`config.mk`:
```
export PLATFORM = sky130hd
export DESIGN_NAME = dot4_mac_engine
export DESIGN_NICKNAME = d
export VERILOG_FILES = /design/src/rtl/dot4_mac_pkg.sv /design/src/rtl/dot4_quant.sv /design/src/rtl/dot4_mac_engine.sv
export SDC_FILE = /design/constraint.sdc
export NUM_CORES = 1
export LEC_CHECK = 0
export CAP_MARGIN = 30
export CORE_UTILIZATION = 41
export DETAILED_ROUTE_END_ITERATION = 8
export PLACE_DENSITY = 0.74
export RECOVER_POWER = 50
export SLEW_MARGIN = 20
export SYNTH_ARGS = -nofsm -noshare
export SYNTH_HDL_FRONTEND = slang
export SYNTH_SLANG_ARGS = --single-unit
```
`constraint.sdc`:
```
create_clock -name clk -period 8.6 [get_ports clk]
set_input_delay 2.15 -clock clk [delete_from_list [all_inputs] [get_ports clk]]
set_output_delay 2.15 -clock clk [all_outputs]
set_load 0.01 [all_outputs]
```
`src/rtl/dot4_mac_pkg.sv`:
```
// Shared types and sizing constants for the dot4 MAC engine.
// The state enum and element/product/accumulator widths are used by the top and the quantiser.
package dot4_mac_pkg;

    typedef enum logic [1:0] {
        IDLE = 2'd0,
        MAC  = 2'd1,
        OUT  = 2'd2
    } state_t;

    localparam int N_ELEM = 4;
    localparam int ELEM_W = 8;
    localparam int PROD_W = 16;
    localparam int ACC_W  = 18;

endpackage

```
`src/rtl/dot4_quant.sv`:
```
// Combinational quantiser: arithmetic shift of an 18-bit dot product, optional ReLU,
// then saturation to a signed 8-bit result.
module dot4_quant
    import dot4_mac_pkg::*;
#(
    parameter int SHIFT = 2
) (
    input  logic signed [ACC_W-1:0]  result,
    input  logic                     relu_en,
    output logic signed [ELEM_W-1:0] q
);

    logic signed [ACC_W-1:0] shifted;

    assign shifted = result >>> SHIFT;

    // ReLU moves the lower clamp from -128 up to 0.
    always_comb begin
        q = shifted[ELEM_W-1:0];
        if (relu_en && shifted < 0) begin
            q = '0;
        end else if (shifted > 18'sd127) begin
            q = 8'sd127;
        end else if (shifted < -18'sd128) begin
            q = -8'sd128;
        end
    end

endmodule

```
`src/rtl/dot4_mac_engine.sv`:
```
// Four 4-element signed dot products on one shared MAC unit, one MAC per cycle,
// with quantised results streamed out over a valid/ready handshake.
module dot4_mac_engine
    import dot4_mac_pkg::*;
#(
    parameter int SHIFT = 2
) (
    input  logic         clk,
    input  logic         rst,
    input  logic         start,
    input  logic [31:0]  weights,
    input  logic [127:0] data,
    input  logic         relu_en,
    output logic         busy,
    output logic         out_valid,
    input  logic         out_ready,
    output logic [7:0]   out_data,
    output logic [1:0]   out_idx,
    output logic         out_last,
    output logic         done
);

    state_t state, next_state;

    logic [31:0]  w_snap;
    logic [127:0] x_snap;
    logic         relu_snap;
    logic [1:0]   i_cnt, j_cnt;

    logic signed [ACC_W-1:0]  acc;
    logic signed [ACC_W-1:0]  result_buf [N_ELEM];
    logic signed [ELEM_W-1:0] w_sel, x_sel;
    logic signed [PROD_W-1:0] prod;
    logic signed [ACC_W-1:0]  mac_sum;
    logic signed [ELEM_W-1:0] q;

    // Element offsets: w[i] at 8i, x[j][i] at 32j+8i.
    assign w_sel   = w_snap[{i_cnt, 3'b000} +: ELEM_W];
    assign x_sel   = x_snap[{j_cnt, i_cnt, 3'b000} +: ELEM_W];
    assign prod    = w_sel * x_sel;
    assign mac_sum = acc + {{(ACC_W-PROD_W){prod[PROD_W-1]}}, prod};

    always_ff @(posedge clk) begin
        if (rst) begin
            state <= IDLE;
        end else begin
            state <= next_state;
        end
    end

    always_comb begin
        next_state = state;
        case (state)
            IDLE: if (start) next_state = MAC;
            MAC:  if (j_cnt == 2'd3 && i_cnt == 2'd3) next_state = OUT;
            OUT:  if (out_ready && out_idx == 2'd3) next_state = IDLE;
            default: next_state = IDLE;
        endcase
    end

    always_ff @(posedge clk) begin
        if (rst) begin
            w_snap    <= '0;
            x_snap    <= '0;
            relu_snap <= 1'b0;
            acc       <= '0;
            i_cnt     <= '0;
            j_cnt     <= '0;
            out_idx   <= '0;
            done      <= 1'b0;
            for (int k = 0; k < N_ELEM; k++) begin
                result_buf[k] <= '0;
            end
        end else begin
            done <= 1'b0;
            case (state)
                IDLE: begin
                    if (start) begin
                        w_snap    <= weights;
                        x_snap    <= data;
                        relu_snap <= relu_en;
                        acc       <= '0;
                        i_cnt     <= '0;
                        j_cnt     <= '0;
                        out_idx   <= '0;
                    end
                end
                MAC: begin
                    // Last element of a vector: retire the sum and restart the accumulator.
                    if (i_cnt == 2'd3) begin
                        result_buf[j_cnt] <= mac_sum;
                        acc               <= '0;
                        i_cnt             <= '0;
                        j_cnt             <= j_cnt + 2'd1;
                    end else begin
                        acc   <= mac_sum;
                        i_cnt <= i_cnt + 2'd1;
                    end
                end
                OUT: begin
                    if (out_ready) begin
                        out_idx <= out_idx + 2'd1;
                        if (out_idx == 2'd3) begin
                            done <= 1'b1;
                        end
                    end
                end
                default: ;
            endcase
        end
    end

    dot4_quant #(
        .SHIFT(SHIFT)
    ) u_quant (
        .result  (result_buf[out_idx]),
        .relu_en (relu_snap),
        .q       (q)
    );

    assign busy      = (state != IDLE);
    assign out_valid = (state == OUT);
    assign out_last  = (state == OUT) && (out_idx == 2'd3);
    assign out_data  = q;

endmodule

```
==> results.cfg <==
[sta]
fmax_ghz = 0.125
tns_ns = 0
hold_viol = 0
finClkSkew_ns = 0.0201
setup_viol = 0
slew-limit-headroom = -0.760
whs_ns = 0.454
rsz0062_at_grt = no
period_share = 0.933
worst_slew_pin_slew_ns = 2.64
slew_violations = 56
finalCriticalPeriod_ns = 8.02

[power]
p_per_area_nw_per_um2 = 177
worst_ir_drop_vdd_v = 0.000141
p_leak_nw = 6.54
p_total_mw = 2.97

[cells_and_area]
fillers = 2965
nNetsFinal = 1880
area_growth_pct = 21.4
multi_input_area_um2 = 7410
drive_above_1_share = 0.0762
diodes = 0
seqCellArea_um2 = 5730

[global_route]
grt_overflow_total = 0
antenna_found_initial = 0
grt_pass1_wl_um = 55700
grt_usage = 0.204
grt_max_degree = 112
grt_pass1_vias = 10600

[detailed_routing]
viasPerCell = 5.24
route.detailed.drc = 0
final_antenna_net_count = 0
detail_route.wirelength_um = 34900
drt-initial-drc-count = 768
vias = 10800
first_pass_iters = 8
post_drt_wl_per_cell_um = 16.9

[floorplan]
initial_core_util = 0.421
dieArea_um2 = 34500
coreArea_um2 = 32900
rows = 66
io_pins = 179
die_y_um = 186
die_x_um = 186

[setup_path]
crit_family = adder cells
crit_type = reg -> reg
crit_fanout = 35
crit_slowest_cell = fa_1
critPathCaptureType = register
cp_num_buf_inv = 6
max_stage_delay_ns = 0.67
worstPathRequired_ns = 8.88
cp.arrival_ns = 8.31
cp-start-kind = register

[cts]
clock-sinks = 254
cts_buffer_depth = 3
cts_tree = built
clk_pin_slew_ns = 0.06
hold_buffers = 0
cts.htree.levels = 1
root_buffer = clkbuf_16
clk_latency_ns = 0.56
cts_made_buffers = 26

[synthesis]
synthCells = 1474
yosysTopAreaCell = dfxtp_1
synth.net_count = 1744
yosysWarningCount = 0
netlist_area_um2 = 13800
synth.most_common_cell = nand2_1
synth_edf_count = 64
yosys.area.top_type_share = 0.275
synth.distinct_cells = 61
ys_ff_latch = 254
async_flop_share = 0
synth_area_leaders = dfxtp_1 (27%), edfxtp_1 (14%), nand2_1 (9.7%), mux4_2 (8.9%), fa_1 (8.1%)
syn-mean-instance-area_um2 = 9.39
synth_ff_type = dfxtp_1
ys_seq_area_frac = 0.414
synth_commonest_cells = nand2_1 (356), a21oi_1 (198), dfxtp_1 (190)

[run]
cap_violations = 1

[outcome]
outcome = finished, violations left
violations = max-capacitance violations, max-slew violations

[place]
hpwl_um = 25600
place.gp.congestion = 0.872
numPortBuffers = 178

[hold_path]
hold_class = reg -> reg
## power breakdown
group	leakage, nW	internal (mW)	total, mW	switching, mW
Combinational	3.89	0.227	0.513	0.286
Sequential	2.22	1.28	1.32	0.0341
Clock	0.430	0.651	1.14	0.486
## flip-flops by register name (all words and copies together) (netlist names), named ones only
name / cells
out_idx: 2
acc: 18
i_cnt: 2
result_buf: 64
x_snap: 128
relu_snap: 1
done: 1
w_snap: 32
j_cnt: 2
state: 2
## stage by stage
stage / utilization / instances / area [um^2] / setup WS (ns)
6_report: 0.511 / 2070 / 16800 / 0.576
5_1_grt: 0.511 / 2070 / 16800 / 0.0591
4_1_cts: 0.511 / 2068 / 16800 / 0.230
3_5_place_dp: 0.485 / 2022 / 15900 / 0.247
3_3_place_gp: 0.485 / 2021 / 15900 / 0.557
2_1_floorplan: - / 1474 / 13800 / 0.990
## worst register-to-register path: cells and delay by family, from the launching register on
| kind | cells | cell delay [ns] |
|---|---|---|
| fa+ha+maj | 6 | 2.98 |
| compound gates | 9 | 1.77 |
| mux | 2 | 1.17 |
| buf+inv | 6 | 0.71 |
| xor+xnor | 2 | 0.52 |
| flops | 1 | 0.35 |
| simple gates | 2 | 0.27 |
## cells in the final DEF (no fill, tap or decap), types with 49 or more instances in the layout
cell type        Yosys  layout
nand2_1            356     355
a21oi_1            198     198
dfxtp_1            190     187
clkdlybuf4s50_1      0     171
nor2_1             104     104
inv_1              100     100
edfxtp_1            64      64
fa_1                56      56
mux4_2              55      55
ha_1                49      49
## path summary, 6_finish.rpt
| path | slack, ns | startpoint | cells past startpoint | to |
|---|---|---|---|---|
| max | 0.58 | i_cnt[0]$_SDFFE_PP0P_ | 27 | result_buf[2][17]$_SDFFCE_PN0P_ |
| min | 0.45 | x_snap[48]$_SDFFE_PP0P_ | 2 | x_snap[48]$_SDFFE_PP0P_ |
| max reg2reg | 0.58 | i_cnt[0]$_SDFFE_PP0P_ | 27 | result_buf[2][17]$_SDFFCE_PN0P_ |
| min reg2reg | 0.45 | x_snap[48]$_SDFFE_PP0P_ | 2 | x_snap[48]$_SDFFE_PP0P_ |
## timing repair
item,4_1_cts,5_1_grt
endpoints found under the setup margin,0,5
gates resized for setup,0,2
buffers inserted,0,1
## cell families (layout without fill, tap and decap cells)
family / after synthesis / after routing / share of synthesized area
and+or+nand+nor: 565 / 565 / 0.172
AOI/OAI and AO/OA: 275 / 275 / 0.113
DFF: 254 / 254 / 0.414
buffers and inverters: 182 / 336 / 0.0522
adders and majority gates: 105 / 105 / 0.125
muxes: 66 / 66 / 0.107
xor gates and xnor gates: 27 / 27 / 0.0171
## layer usage
layer | global-route usage | vias up | part of all wire
met2 | 0.346 | 342 | 0.49
met5 | 0 | - | 0
met3 | 0.0239 | 62 | 0.051
met4 | 0.0580 | 0 | 0.026
met1 | 0.273 | 5196 | 0.43
li1 | - | 5243 | -
## cell type report
type / instances / share of cell area
Clock buffer: 42 / 0.0486
Clock inverter: 4 / 0.00268
Inverter: 100 / 0.0223
Multi-Input combinational cell: 1038 / 0.441
Sequential cell: 254 / 0.341
Tap cell: 442 / 0.0329
Timing Repair Buffer: 190 / 0.112
No activity file was read; power rests on OpenSTA's default activity.
==> edit (config.mk and constraints unchanged) <==
The 3 states of `state_t` get a one-hot encoding in 3 bits.
--- a/src/rtl/dot4_mac_pkg.sv
+++ b/src/rtl/dot4_mac_pkg.sv
@@ -3,8 +3,8 @@
 package dot4_mac_pkg;
 
-    typedef enum logic [1:0] {
-        IDLE = 2'd0,
-        MAC  = 2'd1,
-        OUT  = 2'd2
+    typedef enum logic [2:0] {
+        IDLE = 3'b001,
+        MAC  = 3'b010,
+        OUT  = 3'b100
     } state_t;
 
Function: same outputs for any inputs over 4 cycles, from zero or initial values and one cycle with rst high; so few cycles prove little.
==> edit against the original RTL <==
  * The flow still finishes with violations (capacitance limit, slew limit)
  * Area after synthesis down 0.35%
  * Via count decreased by 0.89%
  * Total power up 0.44%
  * Setup slack gained 0.033 ns
  * Wire length is 2.3% lower
  * Global-route usage decreased by 0.36 points
  * Final area is essentially flat
  * Sequential cell count up 1
  * Largest power group unchanged
==> edit: results (changes against the original RTL) <==
[outcome]
outcome = finished with violations
violations = capacitance limit, slew limit

[route]
dr.pass1.iters = 5  ; -3
vias_per_cell = 5.219  ; -0.37%
wl_per_cell_um = 16.57  ; -1.8%

[yosys]
yosys-top-cells-area = dfxtp_1, edfxtp_1, nand2_1
synth_commonest_cells = nand2_1, a21oi_1, dfxtp_1, nor2_1, inv_1
syn_nets = 1731  ; -0.75%
yosysSeqAreaShare_pct = 41.64  ; +0.29 points
yosysUniqueCellTypes = 59  ; -3.3%

[critical_path]
critPathMaxStageDelay_ns = 0.74  ; +0.07 ns
critPathSlowestCell = dfxtp_2
crit_arrival_ns = 8.26  ; -0.05 ns
critPathMaxFanout = 27  ; -23%

[power]
p_leak_nw = 6.487  ; -0.78%

[flow_run]
drv_cap = 2  ; +1

[sta]
slew_viol_final = 172  ; +210%
finClkSkew_ns = 0.01051  ; -0.009632 ns

[grt]
grt_pass1_wl_um = 54230  ; -2.6%
grt_pass1_vias = 10800  ; +1.6%
grt_util_all_layers_pct = 20.02  ; -0.36 points
grt_start_max_net_pins = 109  ; -2.7%

[placement]
routabilityCongestion = 0.8833  ; +1.3%
hpwl_um = 24970  ; -2.6%
pre_cts_ws_ns = 0.6435  ; +0.3964 ns

[final_layout]
drive_gt1_share_pct = 7.916  ; +0.30 points
fillers = 2918  ; -1.6%

[min_path]
holdCritPathClass = flop to flop

==> edit: changes by cell type after synthesis, moves of 3 or more <==
| cell | change |
|---|---|
| nor2_1 | +8 |
| a21o_1 | -3 |
| nor2b_1 | -6 |
| inv_1 | -7 |
| nand3_1 | -4 |
| o21ai_1 | +4 |
| nand2_1 | +3 |
| nor3_1 | -4 |
| nand3b_1 | -5 |
==> edit: final cells by class <==
type                       instances  area share, %
inverter                          93          2.076
sequential                       255          34.19
multi-input combinational       1030          43.80
tap                              442          3.289
clock inverter                     7         0.3944
clock buffer                      41          4.837
timing repair buffer             191          11.42
==> edit: path summary, 6_finish.rpt <==
| kind | start | endpoint | slack, ns | cells past startpoint |
|---|---|---|---|---|
| setup / recovery | i_cnt[1]$_SDFFE_PP0P_ | result_buf[3][17]$_DFFE_PP_ | 0.61 | 29 |
| hold reg to reg | x_snap[69]$_SDFFE_PP0P_ | x_snap[69]$_SDFFE_PP0P_ | 0.45 | 2 |
| hold / removal | x_snap[69]$_SDFFE_PP0P_ | x_snap[69]$_SDFFE_PP0P_ | 0.45 | 2 |
| setup reg to reg | i_cnt[1]$_SDFFE_PP0P_ | result_buf[3][17]$_DFFE_PP_ | 0.61 | 29 |
==> edit: kinds of logic after synthesis <==
family,synth area share [%]
buffers and inverters,5.106
adders and majority gates,12.57
AOI/OAI and AO/OA,10.92
DFF,41.64
xor gates and xnor gates,2.258
muxes,10.74
and+or+nand+nor,16.77
==> edit: critical path, delay by kind of cell, from the launching register on <==
family                     cells  cell delay, ns
AOI/OAI and AO/OA             11            2.12
and+or+nand+nor                3            0.43
muxes                          2            0.92
xor gates and xnor gates       3            0.45
adders and majority gates      7            2.55
DFF                            1            0.74
buffers and inverters          3            0.47
==> edit: per-stage QoR <==
stage,cell area (µm²),std cells
2_1_floorplan,13800,1461
3_3_place_gp,15870,2007
3_5_place_dp,15900,2008
4_1_cts,16780,2056
5_1_grt,16810,2059
6_report,16810,2059
==> edit: layer usage <==
metal,routed length [µm],GRT usage [%],vias up
met1,14040,25.33,5132
met4,1304,7.967,0
met5,0,0,-
li1,-,-,5172
met2,16570,34.32,361
met3,2209,2.851,81
==> edit: power by group <==
part	total, mW	internal [mW]	switching (mW)
clock network	1.14	0.659	0.485
logic	0.503	0.221	0.282
registers	1.33	1.30	0.0382
total	2.98	2.18	0.805
